`src/rtl/parking_zone_counter.sv`:
```
// Per-zone saturating occupancy counters with preset, clear, a registered running
// total, decoded occupancy flags and overflow/underflow error reporting.
module parking_zone_counter #(
  parameter int N_ZONES = 4,
  parameter int WIDTH   = 5,
  parameter int CAP     = 25,
  parameter int WARN    = 20,
  localparam int ZW     = (N_ZONES > 1) ? $clog2(N_ZONES) : 1,
  localparam int TW     = WIDTH + ZW
) (
  input  logic                       CLOCK_50,
  input  logic                       RSTN,
  input  logic [N_ZONES-1:0]         INC,
  input  logic [N_ZONES-1:0]         DEC,
  input  logic                       CLR,
  input  logic                       LOAD_EN,
  input  logic [ZW-1:0]              LOAD_ZONE,
  input  logic [WIDTH-1:0]           LOAD_VAL,
  output logic [N_ZONES*WIDTH-1:0]   cntNum,
  output logic [TW-1:0]              total,
  output logic [N_ZONES-1:0]         full,
  output logic [N_ZONES-1:0]         empty,
  output logic [N_ZONES-1:0]         warn,
  output logic                       lot_full,
  output logic [N_ZONES-1:0]         err_ovf,
  output logic [N_ZONES-1:0]         err_unf,
  output logic                       err_sticky
);

  localparam logic [WIDTH-1:0] CAP_W  = WIDTH'(CAP);
  localparam logic [WIDTH-1:0] WARN_W = WIDTH'(WARN);

  generate
    if (N_ZONES < 1 || N_ZONES > 16) begin : g_bad_zones
      $error("parking_zone_counter: N_ZONES must be 1..16");
    end
    if (CAP >= 2**WIDTH) begin : g_bad_cap
      $error("parking_zone_counter: CAP must be < 2**WIDTH");
    end
    if (WARN > CAP) begin : g_bad_warn
      $error("parking_zone_counter: WARN must be <= CAP");
    end
  endgenerate

  logic                     load_valid;
  logic                     load_over;
  logic                     load_err;
  logic [WIDTH-1:0]         load_val_sat;
  logic [N_ZONES*WIDTH-1:0] cnt_next_flat;
  logic [N_ZONES-1:0]       ovf_next;
  logic [N_ZONES-1:0]       unf_next;
  logic [TW-1:0]            total_next;
  logic [TW-1:0]            total_reg;
  logic [N_ZONES-1:0]       err_ovf_reg;
  logic [N_ZONES-1:0]       err_unf_reg;
  logic                     err_sticky_reg;
  logic                     err_sticky_next;

  assign load_valid   = LOAD_EN && (32'(LOAD_ZONE) < N_ZONES);
  assign load_over    = LOAD_VAL > CAP_W;
  assign load_val_sat = load_over ? CAP_W : LOAD_VAL;
  // An out-of-range zone or an over-capacity preset is flagged even though the
  // clamped value is still written.
  assign load_err     = LOAD_EN && ((32'(LOAD_ZONE) >= N_ZONES) || load_over);

  genvar gi;
  generate
    for (gi = 0; gi < N_ZONES; gi++) begin : g_zone
      logic [WIDTH-1:0] count_reg;
      logic [WIDTH-1:0] count_next;
      logic             ovf_z;
      logic             unf_z;

      always_comb begin
        count_next = count_reg;
        ovf_z      = 1'b0;
        unf_z      = 1'b0;
        if (CLR) begin
          count_next = '0;
        end else if (load_valid && (32'(LOAD_ZONE) == gi)) begin
          count_next = load_val_sat;
        end else if (INC[gi] && !DEC[gi]) begin
          if (count_reg < CAP_W) count_next = count_reg + WIDTH'(1);
          else                   ovf_z      = 1'b1;
        end else if (DEC[gi] && !INC[gi]) begin
          if (count_reg != '0)   count_next = count_reg - WIDTH'(1);
          else                   unf_z      = 1'b1;
        end
      end

      always_ff @(posedge CLOCK_50 or negedge RSTN) begin
        if (!RSTN) count_reg <= '0;
        else       count_reg <= count_next;
      end

      assign cnt_next_flat[gi*WIDTH +: WIDTH] = count_next;
      assign cntNum[gi*WIDTH +: WIDTH]        = count_reg;
      assign ovf_next[gi]                     = ovf_z;
      assign unf_next[gi]                     = unf_z;
      assign full[gi]                         = (count_reg == CAP_W);
      assign empty[gi]                        = (count_reg == '0);
      assign warn[gi]                         = (count_reg >= WARN_W);
    end
  endgenerate

  // Summing the next-state counts keeps the registered total in lockstep with cntNum.
  always_comb begin
    total_next = '0;
    for (int i = 0; i < N_ZONES; i++) begin
      total_next = total_next + TW'(cnt_next_flat[i*WIDTH +: WIDTH]);
    end
  end

  always_comb begin
    err_sticky_next = err_sticky_reg | (|ovf_next) | (|unf_next) | load_err;
    if (CLR) err_sticky_next = 1'b0;
  end

  always_ff @(posedge CLOCK_50 or negedge RSTN) begin
    if (!RSTN) begin
      total_reg      <= '0;
      err_ovf_reg    <= '0;
      err_unf_reg    <= '0;
      err_sticky_reg <= 1'b0;
    end else begin
      total_reg      <= total_next;
      err_ovf_reg    <= ovf_next;
      err_unf_reg    <= unf_next;
      err_sticky_reg <= err_sticky_next;
    end
  end

  assign total      = total_reg;
  assign err_ovf    = err_ovf_reg;
  assign err_unf    = err_unf_reg;
  assign err_sticky = err_sticky_reg;
  assign lot_full   = &full;

endmodule

```
`config.mk`:
```
export PLATFORM = sky130hd
export DESIGN_NAME = parking_zone_counter
export DESIGN_NICKNAME = d
export VERILOG_FILES = /design/src/rtl/parking_zone_counter.sv
export SDC_FILE = /design/constraint.sdc
export NUM_CORES = 1
export LEC_CHECK = 0
export ABC_CLOCK_PERIOD_IN_PS = 4900
export BUFFER_PORTS_ARGS = -buffer_cell sky130_fd_sc_hd__buf_4
export CORE_MARGIN = 2
export CORE_UTILIZATION = 37
export DETAILED_ROUTE_END_ITERATION = 8
export PLACE_DENSITY = 0.7
export SYNTH_ARGS = -nofsm -noshare
export SYNTH_HDL_FRONTEND = slang
export SYNTH_SLANG_ARGS = --single-unit
```
`constraint.sdc`:
```
create_clock -name CLOCK_50 -period 4.9 [get_ports CLOCK_50]
set_input_delay 0.245 -clock CLOCK_50 [delete_from_list [all_inputs] [get_ports CLOCK_50]]
set_output_delay 0.245 -clock CLOCK_50 [all_outputs]
set_load 0.005 [all_outputs]
```
==> metrics <==
syn_area_per_cell ~9 sq um; DRT Pass-1 Iters 5; pwr dens around 350 mW/mm^2; Rel. slew slack 45.1%; final RePlAce weighted congestion roughly 0.9; Setup violations, final 0; Synth async-reset ratio between 90% and 100%; clock share of power about a fifth; Post-synth EDFFs 0; vias in the first global route 2790; Multi-input gate area just over 0.002 sq mm; leakage 0.00181 uW; Crit Path Class reg2reg; initial antenna violation count 1; commonest cells in the netlist 37 x nand2_1, 36 x dfrtp_1, 31 x inv_1; status complete, no violations; Mapped Nets around 410; Post-route DRC 0; WL/cell between 15 and 20 microns; CTS tree yes; Routed Antenna Nets 0; met1 WL approximately 4000 microns; most frequent cell after synthesis nand2_1; Met3 Wirelength around 630 microns; Max Used Layer met4; Clock Root Buffer clkbuf_8; ANT cells 0; DP Cell Count slightly above 500; Clock Latency Late Sink 0.29 ns; clock tree buffer depth 2; max_cap viols 0; Syn Inst Count around 360; core area slightly above 0.008 sq mm; switch share between 30% and 40%; post-cts sizing count 0; Post-Layout Cell Count 520; drt total wl between 8000 and 9000 microns; first-pass GRT wire length 14200 microns; Die Y-Extent between 90 and 100 microns; Critical Path Source Type flop; met2 routed WL roughly 4000 microns; Worst Skew between 0.004 and 0.005 ns; largest area contributor in the netlist dfrtp_1; largest net degree at the start of global routing 37; Synth Register Bits 36; fmax 239 MHz; CTS buffer count 5; Sequential Area approximately 900 sq um; Min-Delay Path Class in2reg; H-tree levels 2; crit end category flop; Cell Area, Placed ~0.0037 sq mm; critical path arrival 4.36 ns; CTS clk-pin slew, worst paths 0.07 ns; Post-DP HPWL 6630 microns; TritonCTS Sinks 36; crit path time final 4.18 ns; Worst EP required 5.08 ns; Syn. warnings 0; GR Util All Layers between 10% and 20%; die area 0.00928 sq mm; mapped cell area roughly 0.0032 sq mm; Max FO, Critical Path 9; total power around 1400 uW; grt ovf 0; post-synth top area share 28.5%; Fill cells 813; Synth area leaders dfrtp_1 29%, ha_1 8.7%, fa_1 6.3%; Comb pwr share 46.3%; synth unique cells 65; internal power roughly 850 uW; Starting Density 38.2%; RSZ-0062 raised after global routing no; Iter 0 DRT Violations 172; # hold bufs at CTS 1; Design Area, Final 0.00385 sq mm; Most used DFF post-synth dfrtp_1; post-synthesis sequential area ratio about 29%; Peak supply drop between 0.00015 and 0.0002 V; die width slightly below 100 microns; drt via density around 5.7; worst slew pin tran 0.812 ns; max reg flops 20; endpoints failing hold 0; Top Ports between 60 and 70; Row Count 33; period utilization 85.3%; Final Util ~47%; layout cells sized above 1 between 20% and 30%; Final nets between 400 and 500; Switch Pwr 508 uW; Syn-to-layout area delta 21.9%; sequential power share between 30% and 40%; IO Port Bufs 67; # Post-CTS Setup Buffers 0; Vias a little under 3000; fin. max-slew vios 0; setup_tns 0 ns
==> metrics by stage <==
stage                     setup slack (ns)  hold slack (ns)
after floorplan                       1.05          -0.0506
after global placement               0.776            0.235
after detailed placement             0.755            0.240
after CTS                            0.755            0.286
after global routing                 0.450            0.302
final                                0.723            0.288
==> per-layer routing <==
| metal | vias to the layer above | global-route usage (%) |
|---|---|---|
| met5 | - | 0 |
| met4 | 0 | 4.93 |
| met3 | 15 | 3.29 |
| met2 | 122 | 30.8 |
| met1 | 1437 | 28.2 |
| li1 | 1403 | - |
==> critical path, cell delays in order (launching register included) <==
cell and delay, ns:
dfrtp_1 0.50, inv_1 0.18, ha_1 0.22, nor4b_2 0.40
nand2b_1 0.19, a31oi_1 0.12, a311o_1 0.40, fa_1 0.50
inv_1 0.05, fa_1 0.50, ha_1 0.17, inv_1 0.05
fa_1 0.39, inv_1 0.07, a21o_1 0.11, a21oi_1 0.07
xnor2_1 0.12
==> power groups by stage <==
| stage | Combinational, uW | Sequential, uW | Clock, uW |
|---|---|---|---|
| after CTS | 631 | 438 | 291 |
| after global routing | 704 | 450 | 305 |
| after global placement | 617 | 443 | 0 |
| after floorplan | 408 | 414 | 0 |
| after detailed placement | 628 | 443 | 0 |
| final | 626 | 439 | 288 |
==> final cells by class <==
cell class / instances / area share [%]
repair buffers: 69 / 13.5
multi-input cells: 271 / 53.3
flip-flops and latches: 36 / 23.4
well taps: 105 / 3.41
clock buffers: 7 / 2.50
clock inverters: 1 / 0.780
inverters: 31 / 3.02
==> cell usage in the layout, fill, tap and decap left out, drive strengths merged, types with 6 or more instances in the layout <==
master,n
buf,68
nand2,37
dfrtp,36
inv,31
nor2,22
ha,22
a21oi,14
nand2b,10
nor3,10
fa,10
nor4,10
o31ai,8
nand3,8
xnor2,8
nor4b,8
nor2b,7
o21ai,7
clkbuf,7
a31oi,6
nor3b,6
==> kinds of logic (layout without fill, tap and decap cells) <==
family,after synthesis,in the layout,synth area share [%]
AND/OR/NAND/NOR,150,150,28.4
AO/OA/AOI/OAI,79,79,18.7
adder cells (fa/ha/maj),32,32,15.1
buffers and inverters,50,108,6.42
flip-flops,36,36,28.5
XOR/XNOR,8,8,2.22
multiplexers,2,2,0.634
==> final timing paths <==
path                                             startpoint                          endpoint  slack (ns)  depth (start not counted)
max                        g_zone[0].count_reg[1]$_DFF_PN0_                total[5]$_DFF_PN0_        0.72                         16
min                                                  DEC[2]  g_zone[2].count_reg[1]$_DFF_PN0_        0.29                          3
max reg2reg                g_zone[0].count_reg[1]$_DFF_PN0_                total[5]$_DFF_PN0_        0.72                         16
min reg2reg                            err_sticky$_DFF_PN0_              err_sticky$_DFF_PN0_        0.61                          2
max in group asynchronous                              RSTN              err_ovf[0]$_DFF_PN0_        4.11                          2
min in group asynchronous                              RSTN  g_zone[2].count_reg[4]$_DFF_PN0_        0.45                          2
No activity file was read; power rests on OpenSTA's default activity.
